<file path="config.mk">
export PLATFORM = sky130hd
export DESIGN_NAME = nvme_sync_filter_flat
export DESIGN_NICKNAME = d
export VERILOG_FILES = /design/src/rtl/nvme_sync_filter_if.sv /design/src/rtl/nvme_sync_filter.sv /design/src/flat_wrapper.sv
export SDC_FILE = /design/constraint.sdc
export NUM_CORES = 1
export LEC_CHECK = 0
export BUFFER_PORTS_ARGS = -buffer_cell sky130_fd_sc_hd__buf_2
export CAP_MARGIN = 0
export CORE_AREA = 2 2 68 57
export DETAILED_ROUTE_END_ITERATION = 12
export DIE_AREA = 0 0 70 59
export PLACE_DENSITY = 0.86
export SLEW_MARGIN = 20
export SYNTH_ARGS = -nofsm -noshare
export SYNTH_HDL_FRONTEND = slang
export SYNTH_SLANG_ARGS = --single-unit
</file>
<file path="constraint.sdc">
create_clock -name clk -period 2.1 [get_ports clk]
set_input_delay 0.21 -clock clk [delete_from_list [all_inputs] [get_ports clk]]
set_output_delay 0.21 -clock clk [all_outputs]
set_load 0.03 [all_outputs]
</file>
<file path="src/rtl/nvme_sync_filter_if.sv">
`default_nettype none
// ============================================================================
// Module   : nvme_sync_filter_if
// Purpose  : Event delivery handshake between the status filter and the
//            NVMe control logic. One event = (bit index, new level).
// Signals  : evt_valid  - producer holds an event
//            evt_ready  - consumer accepts the event this cycle
//            evt_idx    - status bit index of the event (IW bits)
//            evt_level  - new filtered level of that bit
// Modports : master (event producer), slave (event consumer)
// Revision : 1.0 - initial release
// ============================================================================
interface nvme_sync_filter_if #(
  parameter int IW = 2
);

  logic          evt_valid;
  logic          evt_ready;
  logic [IW-1:0] evt_idx;
  logic          evt_level;

  modport master (
    output evt_valid,
    output evt_idx,
    output evt_level,
    input  evt_ready
  );

  modport slave (
    input  evt_valid,
    input  evt_idx,
    input  evt_level,
    output evt_ready
  );

endinterface
`default_nettype wire

</file>
<file path="src/rtl/nvme_sync_filter.sv">
`default_nettype none
// ============================================================================
// Module   : nvme_sync_filter
// Purpose  : Debounces a bundle of already-synchronized slow status bits
//            (PERST, link-up, power-good, ...). A bit must hold a new value
//            for FILTER consecutive cycles before it is accepted. Each
//            accepted change produces a one-cycle rise/fall pulse and an
//            event delivered over a valid/ready handshake.
// Ports    : clk       - sole clock
//            reset_n   - asynchronous active-low reset
//            d_sync    - synchronizer outputs, WIDTH bits, clk domain
//            q         - filtered levels
//            rise/fall - one-cycle pulses on accepted 0->1 / 1->0 changes
//            evt       - event handshake (master side)
//            ovfl      - sticky: an undelivered event on this bit was
//                        overwritten by a newer one
//            ovfl_clr  - per-bit clear for ovfl (a coincident set wins)
// Revision : 1.0 - initial release
// ============================================================================
module nvme_sync_filter #(
  parameter int               WIDTH     = 4,
  parameter int               FILTER    = 16,
  parameter logic [WIDTH-1:0] RESET_VAL = '0
) (
  input  wire              clk,
  input  wire              reset_n,
  input  wire [WIDTH-1:0]  d_sync,
  output logic [WIDTH-1:0] q,
  output logic [WIDTH-1:0] rise,
  output logic [WIDTH-1:0] fall,
  nvme_sync_filter_if.master evt,
  output logic [WIDTH-1:0] ovfl,
  input  wire [WIDTH-1:0]  ovfl_clr
);

  localparam int             IW       = (WIDTH > 1) ? $clog2(WIDTH) : 1;
  localparam int             CW       = $clog2(FILTER + 1);
  localparam logic [CW-1:0]  CNT_LAST = CW'(FILTER - 1);

  // --------------------------------------------------------------------------
  // Per-bit filter state
  // --------------------------------------------------------------------------
  logic [CW-1:0]    cnt [WIDTH];
  logic [WIDTH-1:0] toggle;      // q[i] flips at the coming edge

  // --------------------------------------------------------------------------
  // Pending events (one slot per bit) and the output event register
  // --------------------------------------------------------------------------
  logic [WIDTH-1:0] pending;
  logic [WIDTH-1:0] pend_lvl;
  logic [WIDTH-1:0] sel_oh;      // lowest-index pending bit, one-hot
  logic [WIDTH-1:0] take;        // pending bit being moved to the output
  logic [IW-1:0]    sel_idx;
  logic             load;

  logic             ev_valid;
  logic [IW-1:0]    ev_idx;
  logic             ev_level;

  // A change is accepted on the FILTER-th consecutive differing sample.
  always_comb begin
    toggle = '0;
    for (int i = 0; i < WIDTH; i++) begin
      toggle[i] = (d_sync[i] != q[i]) && (cnt[i] == CNT_LAST);
    end
  end

  always_ff @(posedge clk or negedge reset_n) begin
    if (!reset_n) begin
      q    <= RESET_VAL;
      rise <= '0;
      fall <= '0;
      for (int i = 0; i < WIDTH; i++) begin
        cnt[i] <= '0;
      end
    end else begin
      // Pulses are registered alongside q so they line up with the new level.
      rise <= toggle & ~q;
      fall <= toggle &  q;
      q    <= q ^ toggle;
      for (int i = 0; i < WIDTH; i++) begin
        // Any cycle of agreement restarts the count; an accepted change
        // also restarts it so the next change needs a full FILTER window.
        if ((d_sync[i] == q[i]) || toggle[i]) begin
          cnt[i] <= '0;
        end else begin
          cnt[i] <= cnt[i] + CW'(1);
        end
      end
    end
  end

  // Lowest set bit: x & -x.
  always_comb begin
    sel_oh  = pending & (~pending + WIDTH'(1));
    sel_idx = '0;
    for (int i = WIDTH - 1; i >= 0; i--) begin
      if (pending[i]) begin
        sel_idx = IW'(i);
      end
    end
  end

  // The output register is free when empty or being accepted this edge.
  // Only registered state feeds the outputs, so evt_ready never reaches an
  // output combinationally.
  assign load = (!ev_valid || evt.evt_ready) && (|pending);
  assign take = load ? sel_oh : '0;

  always_ff @(posedge clk or negedge reset_n) begin
    if (!reset_n) begin
      pending  <= '0;
      pend_lvl <= '0;
      ovfl     <= '0;
    end else begin
      // A change arriving on the edge its slot is emptied simply refills it;
      // only a change landing on a still-occupied slot counts as overflow.
      pending  <= toggle | (pending & ~take);
      pend_lvl <= (pend_lvl & ~toggle) | (~q & toggle);
      ovfl     <= (ovfl & ~ovfl_clr) | (toggle & pending & ~take);
    end
  end

  always_ff @(posedge clk or negedge reset_n) begin
    if (!reset_n) begin
      ev_valid <= 1'b0;
      ev_idx   <= '0;
      ev_level <= 1'b0;
    end else if (load) begin
      ev_valid <= 1'b1;
      ev_idx   <= sel_idx;
      ev_level <= |(pend_lvl & sel_oh);
    end else if (evt.evt_ready) begin
      // Accepted with nothing waiting behind it; idx/level keep their value.
      ev_valid <= 1'b0;
    end
  end

  assign evt.evt_valid = ev_valid;
  assign evt.evt_idx   = ev_idx;
  assign evt.evt_level = ev_level;

endmodule
`default_nettype wire

</file>
<file path="src/flat_wrapper.sv">
// flat-port wrapper written by rule: the top's interface ports become plain ports
module nvme_sync_filter_flat 
#(
  parameter int               WIDTH     = 4,
  parameter int               FILTER    = 16,
  parameter logic [WIDTH-1:0] RESET_VAL = '0
)
  (clk, reset_n, d_sync, q, rise, fall, ovfl, ovfl_clr, evt_evt_valid, evt_evt_idx, evt_evt_level, evt_evt_ready);
  nvme_sync_filter_if #(.IW(2)) evt_i ();
  input  wire clk;
  input  wire reset_n;
  input  wire [WIDTH-1:0] d_sync;
  output logic [WIDTH-1:0] q;
  output logic [WIDTH-1:0] rise;
  output logic [WIDTH-1:0] fall;
  output logic [WIDTH-1:0] ovfl;
  input  wire [WIDTH-1:0] ovfl_clr;
  output wire logic [$bits(evt_i.evt_valid)-1:0] evt_evt_valid;
  output wire logic [$bits(evt_i.evt_idx)-1:0] evt_evt_idx;
  output wire logic [$bits(evt_i.evt_level)-1:0] evt_evt_level;
  input wire logic [$bits(evt_i.evt_ready)-1:0] evt_evt_ready;
  assign evt_evt_valid = evt_i.evt_valid;
  assign evt_evt_idx = evt_i.evt_idx;
  assign evt_evt_level = evt_i.evt_level;
  assign evt_i.evt_ready = evt_evt_ready;
  nvme_sync_filter #(.WIDTH(WIDTH), .FILTER(FILTER), .RESET_VAL(RESET_VAL)) u_core (.clk(clk), .reset_n(reset_n), .d_sync(d_sync), .q(q), .rise(rise), .fall(fall), .evt(evt_i), .ovfl(ovfl), .ovfl_clr(ovfl_clr));
endmodule
</file>
Word-level counts from Yosys, hierarchy flattened

Index checks and enable logic that the tools add are counted.

Register bits: 48
Bits of input ports: 11
Output and inout bits: 20
Logic and storage cells: 73

Add/subtract/negate cells: 5
Equal/unequal tests: 12
Mux-type cells: 11
Bitwise operators: 18
Reduce and logical (&&, ||, !) cells: 14

Operators by type and width:

| operator                                                              | count |
|---|---|
| 4-bit bitwise AND                                                     | 9 |
| 5-bit by 1-bit adder with 5-bit output, second input constant         | 4 |
| 5-bit by 4-bit equality test with 1-bit output, second input constant | 4 |
| 5-bit 2-to-1 mux                                                      | 4 |
| 4-bit NOT                                                             | 5 |
| 4-bit OR                                                              | 3 |
| 2-bit 2-to-1 mux                                                      | 4 |
| 4-bit OR reduction                                                    | 2 |
| 1-bit logical AND                                                     | 5 |
| 1-bit logical OR                                                      | 5 |
| 4-bit by 1-bit adder with 4-bit output, second input constant         | 1 |
| 1-bit equality test                                                   | 4 |
| 4-bit 2-to-1 mux                                                      | 1 |
| 1-bit inequality test                                                 | 4 |
| 4-bit bitwise XOR                                                     | 1 |
| 1-bit 2-to-1 mux                                                      | 2 |
| 2-bit nonzero test                                                    | 1 |
| 1-bit zero test                                                       | 1 |

Longest topological paths before layout

Gate-level depths: netlist of run 1.

Depth after elaboration: 7
Mapped depth: 6
Depth with buffers taken out: 6

Worst setup path after synthesis of run 1

OpenSTA, ideal clock, no wires.

Path type: flip-flop to flip-flop
From: reg u_core.cnt[10] (netlist bit)
To: reg (tool-made name)
Library setup time: 0.124 ns
Arrival: 1.292 ns
Required time: 1.976 ns
Slack: 0.684 ns
Stages on the path, launching flop included: 6
Buffers on the path: 0
Period minus slack after synthesis: 1.416 ns
Cell sequence: dfrtp_1 ha_1 and3_1 ha_1 and3b_1 o21bai_1

RTL lines:

| element                          | RTL line               | RTL |
|---|---|---|
| start: declaration               | nvme_sync_filter.sv:43 | `logic [CW-1:0] cnt [WIDTH];` |
| start signal: indexed assignment | nvme_sync_filter.sv:87 | `cnt[i] <= cnt[i] + CW'(1);` |

==> impl_metrics.toml, run 1 <==
[floorplanning]
ios = 31
die_w_um = 70
die_h_um = 59
dieArea_um2 = 4130
core.rowCount = 19
core_um2 = 3380
initial_core_util = 0.578

[cts]
ctsResizeCount = 0
worst_skew_pair.late_latency_ns = 0.30
cts-root-buf = "clkbuf_8"
cts_buffer_depth = 2
cts_tree = "yes"
cts_max_level = 2
holdBufCountCts = 0
clkTransAtPathRegs_ns = 0.09
cts_setup_buffers = 0
numCtsBuffers = 5
numClockSinks = 48

[cells_and_area]
layout_common_cells = "48 x dfrtp_1, 30 x buf_2, 27 x nor2_1, 18 x inv_1, 16 x nand2_1"
regArea_um2 = 1200
post-route-cell-area_um2 = 2270
layout_commonest_cell = "dfrtp_1"
area_delta_synth_final_pct = 16.4
diodes = 0
multi_input_area_um2 = 669
fin_nets = 233
fin_cells = 257
n_fill_cell = 259
drive_gt1_frac = 0.186

[global_route]
grt_overflow = 0
grt_max_degree = 49
grt_pass1_wl_mm = 5.33
antenna_found_initial = 0
grt_pass1_vias = 1324
grt_usage = 0.169

[setup_path]
slowest_stage = "dfrtp_1"
crit_type = "reg -> reg"
required_ns = 2.28
startpoint = "u_core.cnt[0]"
path_cells = "ha_1, and3_1, ha_1, nor3b_1, o22ai_1"
max_stage_delay_ns = 0.39
worstPathMaxFanout = 5
cp-start-kind = "flop"
arrival_ns = 1.66
end_kind = "flop"
crit-reg2reg-launch = "u_core.cnt[0]"
critPathMostFrequentCell = "ha_1"

[sta]
finalSetupViolCount = 0
drv_slew = 0
layout_min_cycle_time_ns = 1.48
hold_violations = 21
rsz0062_at_grt = "no"
worst_pin_slew_ns = 0.576
post-route-period-util = 0.707
fmax_ghz = 0.674
setup_tns_ns = 0
fin_skew_ns = 0.00655
slew_headroom = 0.616
hold_slack_ns = -0.0257

[placement]
hpwl_mm = 2.23
post-place-cells = 249
gp_congestion = 0.819
portBuffers = 30
placed_area_um2 = 2150

[routing]
drt_iter0_drc = 54
dr.pass1.iters = 4
viasPerCell = 5.22
routed_wl_mm = 3.12
wl_per_cell_um = 12.1
drc = 0
vias = 1342
detail-route-antenna-nets = 0

[synth]
synth_mux_area_frac = 0.00577
ys_seq_elements = 48
yosys.area_share.xor_xnor = 0.0539
synth_warnings = 0
syn_area_um2 = 1950
yosysSeqAreaShare = 0.616
synthCells = 178
synth_top_family_by_area = "simple AND/OR/NAND/NOR gates"
postSynthAreaPerCell_um2 = 11.0
synthAdderAreaFrac = 0.0513
yosysUniqueCellTypes = 27
syn_nets = 197
yosys.area_share.simple = 0.155
synth_compound_area_frac = 0.0776

[run_status]
status = "finished, violations left"
violations = "negative hold slack"

[power]
total_power_w = 0.00179
p_per_area_nw_per_um2 = 787
p_leak_nw = 1.21
peakVddDrop_uv = 514

[min_path]
hp-class = "in -> async"

[run]
maxCapViolations = 0
[path summary, 6_finish.rpt]
check | endpoint | slack, ns | depth (start not counted)
max reg2reg | flop | 0.62 | 5
min in group clk | u_core.ovfl[0] | 0.09 | 2
max in group asynchronous | u_core.fall[1] | 1.72 | 2
min | u_core.fall[3] | -0.03 | 2
max | flop | 0.62 | 5
min reg2reg | u_core.cnt[10] | 0.47 | 1
[critical path: cells and delay by family (launching register included)]
| kind | cells | cell delay [ns] |
|---|---|---|
| simple gates | 2 | 0.45 |
| compound gates | 1 | 0.12 |
| flops | 1 | 0.39 |
| fa+ha+maj | 2 | 0.42 |
[cell families after synthesis]
group	count (synthesis)
and+or+nand+nor	65
xor gates and xnor gates	12
muxes	1
buffers and inverters	20
AOI/OAI and AO/OA	24
DFF	48
adders and majority gates	8
[Yosys cell counts]
library cell  count  area share
nor4_1            1      0.0032
nor3b_1           2      0.0077
and3_1            4       0.013
o21ai_0           8       0.021
nand3_1           5       0.013
o21bai_1          2      0.0077
o41a_1            1      0.0058
mux2_2            1      0.0058
a21oi_1           3      0.0077
xor2_1            8       0.036
inv_1            18       0.035
nand2_1          16       0.031
and3b_1           2      0.0090
a21boi_0          1      0.0039
o31ai_1           1      0.0039
o41ai_1           1      0.0045
clkbuf_2          1      0.0026
xnor2_1           4       0.018
o22ai_1           6       0.019
dfrtp_1          48        0.62
nand3b_1          1      0.0039
nor2_1           27       0.052
ha_1              8       0.051
a2bb2oi_1         1      0.0045
buf_4             1      0.0039
nand2b_1          6       0.019
nor2b_1           1      0.0032
[power breakdown]
group	switching, W	internal, W	leakage, nW
Clock	0.000299	0.000389	0.0614
Combinational	0.0000743	0.0000451	0.522
Sequential	0.0000241	0.000956	0.628
Total	0.000397	0.00139	1.21
[layer usage]
metal / GRT usage / part of all wire / routed length [um]
met1: 0.194 / 0.45 / 1400
met3: 0.0425 / 0.035 / 108
met2: 0.302 / 0.50 / 1570
met4: 0.0797 / 0.012 / 38
met5: 0 / 0 / 0
[metrics by stage]
| step | worst slack [ns] | utilization |
|---|---|---|
| 6_report | 0.616 | 0.672 |
| 3_5_place_dp | 0.601 | 0.636 |
| 3_3_place_gp | 0.659 | 0.636 |
| 5_1_grt | 0.505 | 0.672 |
| 4_1_cts | 0.577 | 0.672 |
| 2_1_floorplan | 0.684 | - |
[area by class of cell]
type                       count  area share
inverter                      18      0.0298
tap                           42      0.0232
multi-input combinational    110       0.295
timing repair buffer          31      0.0695
clock inverter                 2      0.0171
clock buffer                   6      0.0364
sequential                    48       0.529
No activity file was read; power rests on OpenSTA's default activity.
==> inputs of run 2 (changes only) <==
--- a/config.mk
+++ b/config.mk
@@ -7,10 +7,10 @@
 export LEC_CHECK = 0
 export BUFFER_PORTS_ARGS = -buffer_cell sky130_fd_sc_hd__buf_2
 export CAP_MARGIN = 0
-export CORE_AREA = 2 2 68 57
+export CORE_AREA = 2 2 70 59
 export DETAILED_ROUTE_END_ITERATION = 12
-export DIE_AREA = 0 0 70 59
-export PLACE_DENSITY = 0.86
+export DIE_AREA = 0 0 72 61
+export PLACE_DENSITY = 0.82
 export SLEW_MARGIN = 20
 export SYNTH_ARGS = -nofsm -noshare
 export SYNTH_HDL_FRONTEND = slang
==> constraint.sdc (replaced) <==
create_clock -name clk -period 1.4 [get_ports clk]
set_input_delay 0.14 -clock clk [delete_from_list [all_inputs] [get_ports clk]]
set_output_delay 0.14 -clock clk [all_outputs]
set_load 0.03 [all_outputs]
==> impl_metrics.toml, run 2 (synthesis gave the netlist of run 1 again) <==
[global_route]
grt_pass1_wl_mm = 5.68
grt_max_degree = 49
grt_pass1_vias = 1276
grt_usage = 0.173
antenna_found_initial = 0
grt_overflow = 0

[sta]
hold_violations = 0
fin_skew_ns = 0.00833
layout_min_cycle_time_ns = 1.34
setup_ws_ns = 0.0601
slew_headroom = 0.728
drv_slew = 0
post-route-period-util = 0.957
fmax_ghz = 0.746
finalSetupViolCount = 0
worst_pin_slew_ns = 0.405

[placement]
pre_cts_ws_ns = -0.0363
gp_congestion = 0.739
post-place-cells = 260
portBuffers = 30
hpwl_mm = 2.23

[cts]
cts-root-buf = "clkbuf_8"
cts_tree = "yes"
worst_skew_pair.late_latency_ns = 0.29
numClockSinks = 48
clkTransAtPathRegs_ns = 0.08
cts_buffer_depth = 2
numCtsBuffers = 5
cts_setup_buffers = 0
cts_max_level = 2

[setup_path]
crit-reg2reg-launch = "u_core.cnt[5]"
path_cells = "ha_2, and3_4, ha_4, nand2_1, o21ai_1, o21ai_0"
worstPathMaxFanout = 5
max_stage_delay_ns = 0.37
startpoint = "u_core.cnt[5]"
required_ns = 1.57
critPathBufInv = 0
arrival_ns = 1.51
cp-start-kind = "flop"
cpLargestDelayFamily = "flip-flops"
slowest_stage = "dfrtp_1"
reg2reg_slack_ns = 0.06
crit_type = "reg -> reg"
end_kind = "flop"

[routing]
vias = 1394
viasPerCell = 5.20
detail-route-antenna-nets = 0
drc = 0
dr.pass1.iters = 4
wl_per_cell_um = 13.2
routed_wl_mm = 3.53
drt_iter0_drc = 86

[cells_and_area]
layout_commonest_cell = "dfrtp_1"
drive_gt1_frac = 0.304
multi_input_area_um2 = 811
regArea_um2 = 1200
n_fill_cell = 250
diodes = 0
fin_nets = 243
fin_cells = 268
area_delta_synth_final_pct = 28.7
layout_common_cells = "48 x dfrtp_1, 30 x buf_2, 24 x nor2_1, 18 x inv_1, 16 x nand2_1"

[power]
swShare = 0.209
combPwrFrac = 0.083
power.switching_w = 0.000593
p_leak_nw = 1.28
power.share.clock = 0.398
peakVddDrop_uv = 788
p_per_area_nw_per_um2 = 1130
intPower_w = 0.00224
pwr-share-seq = 0.518

[floorplanning]
initial_core_util = 0.530
dieArea_um2 = 4390
core.rowCount = 20
die_w_um = 72
core_um2 = 3680
die_h_um = 61
ios = 31

[run_status]
status = "finished, final reports clean"

[run]
maxCapViolations = 0

[min_path]
hp-class = "in -> reg"
hold_start = "ovfl_clr[0]"
-- run 2: changes by cell type in the layout (fill, tap and decap cells not counted), sizes merged --
cell	previous run	this run
bufinv	1	2
clkinv	1	0
dlygate4sd3	0	1
clkbuf	6	5
buf	31	40
-- run 2: area by class of cell --
class / instances / share of cell area
sequential: 48 / 0.478
multi-input combinational: 110 / 0.323
timing repair buffer: 41 / 0.0987
clock buffer: 5 / 0.0274
inverter: 18 / 0.0269
clock inverter: 2 / 0.0239
tap: 44 / 0.0219
-- run 2: metrics by stage --
step | power, W | utilization | instance area (um^2) | TNS, ns | hold WS (ns)
global route | 0.00295 | 0.683 | 2510 | -0.0291 | 0.00202
detailed placement | 0.00171 | 0.607 | 2230 | -0.267 | 0.140
floorplan | 0.00160 | - | 1950 | 0 | -0.156
finish | 0.00283 | 0.683 | 2510 | 0 | 0.0151
CTS | 0.00285 | 0.656 | 2410 | 0 | 0.00415
global placement | 0.00170 | 0.607 | 2230 | 0 | 0.138
-- run 2: layer usage --
metal / up-vias / GRT usage / part of all wire
li1: 678 / - / -
met3: 11 / 0.0449 / 0.034
met4: 0 / 0.0863 / 0.035
met1: 679 / 0.218 / 0.43
met5: - / 0 / 0
met2: 26 / 0.282 / 0.50
-- run 2: worst reg2reg max path, cell delays in order, from the launching register on --
cell and delay (ns):
dfrtp_1 0.37, ha_2 0.18, and3_4 0.19, ha_4 0.15
nand2_1 0.09, o21ai_1 0.14, o21ai_0 0.10
-- run 2: worst paths after layout --
check	endpoint	cells after the start
max	flop	6
min	u_core.ovfl[0]	2
max reg2reg	flop	6
min reg2reg	u_core.rise[3]	1
max in group asynchronous	u_core.cnt[5]	3
min in group asynchronous	asynchronous set/reset pin	3
-- run 2: power groups by stage --
stage,combinational [W],sequential (W),clock (W)
final,0.000236,0.00147,0.00113
after global routing,0.000264,0.00147,0.00121
after CTS,0.000229,0.00147,0.00116
after detailed placement,0.000216,0.00149,0
after global placement,0.000207,0.00149,0
after floorplan,0.0000880,0.00151,0
-- run 2: timing repair --
item	CTS	global route
pin swaps	2	1
endpoints found under the hold margin	48	0
setup endpoints to repair	19	27
hold buffers	1	0
gates resized for setup	12	18
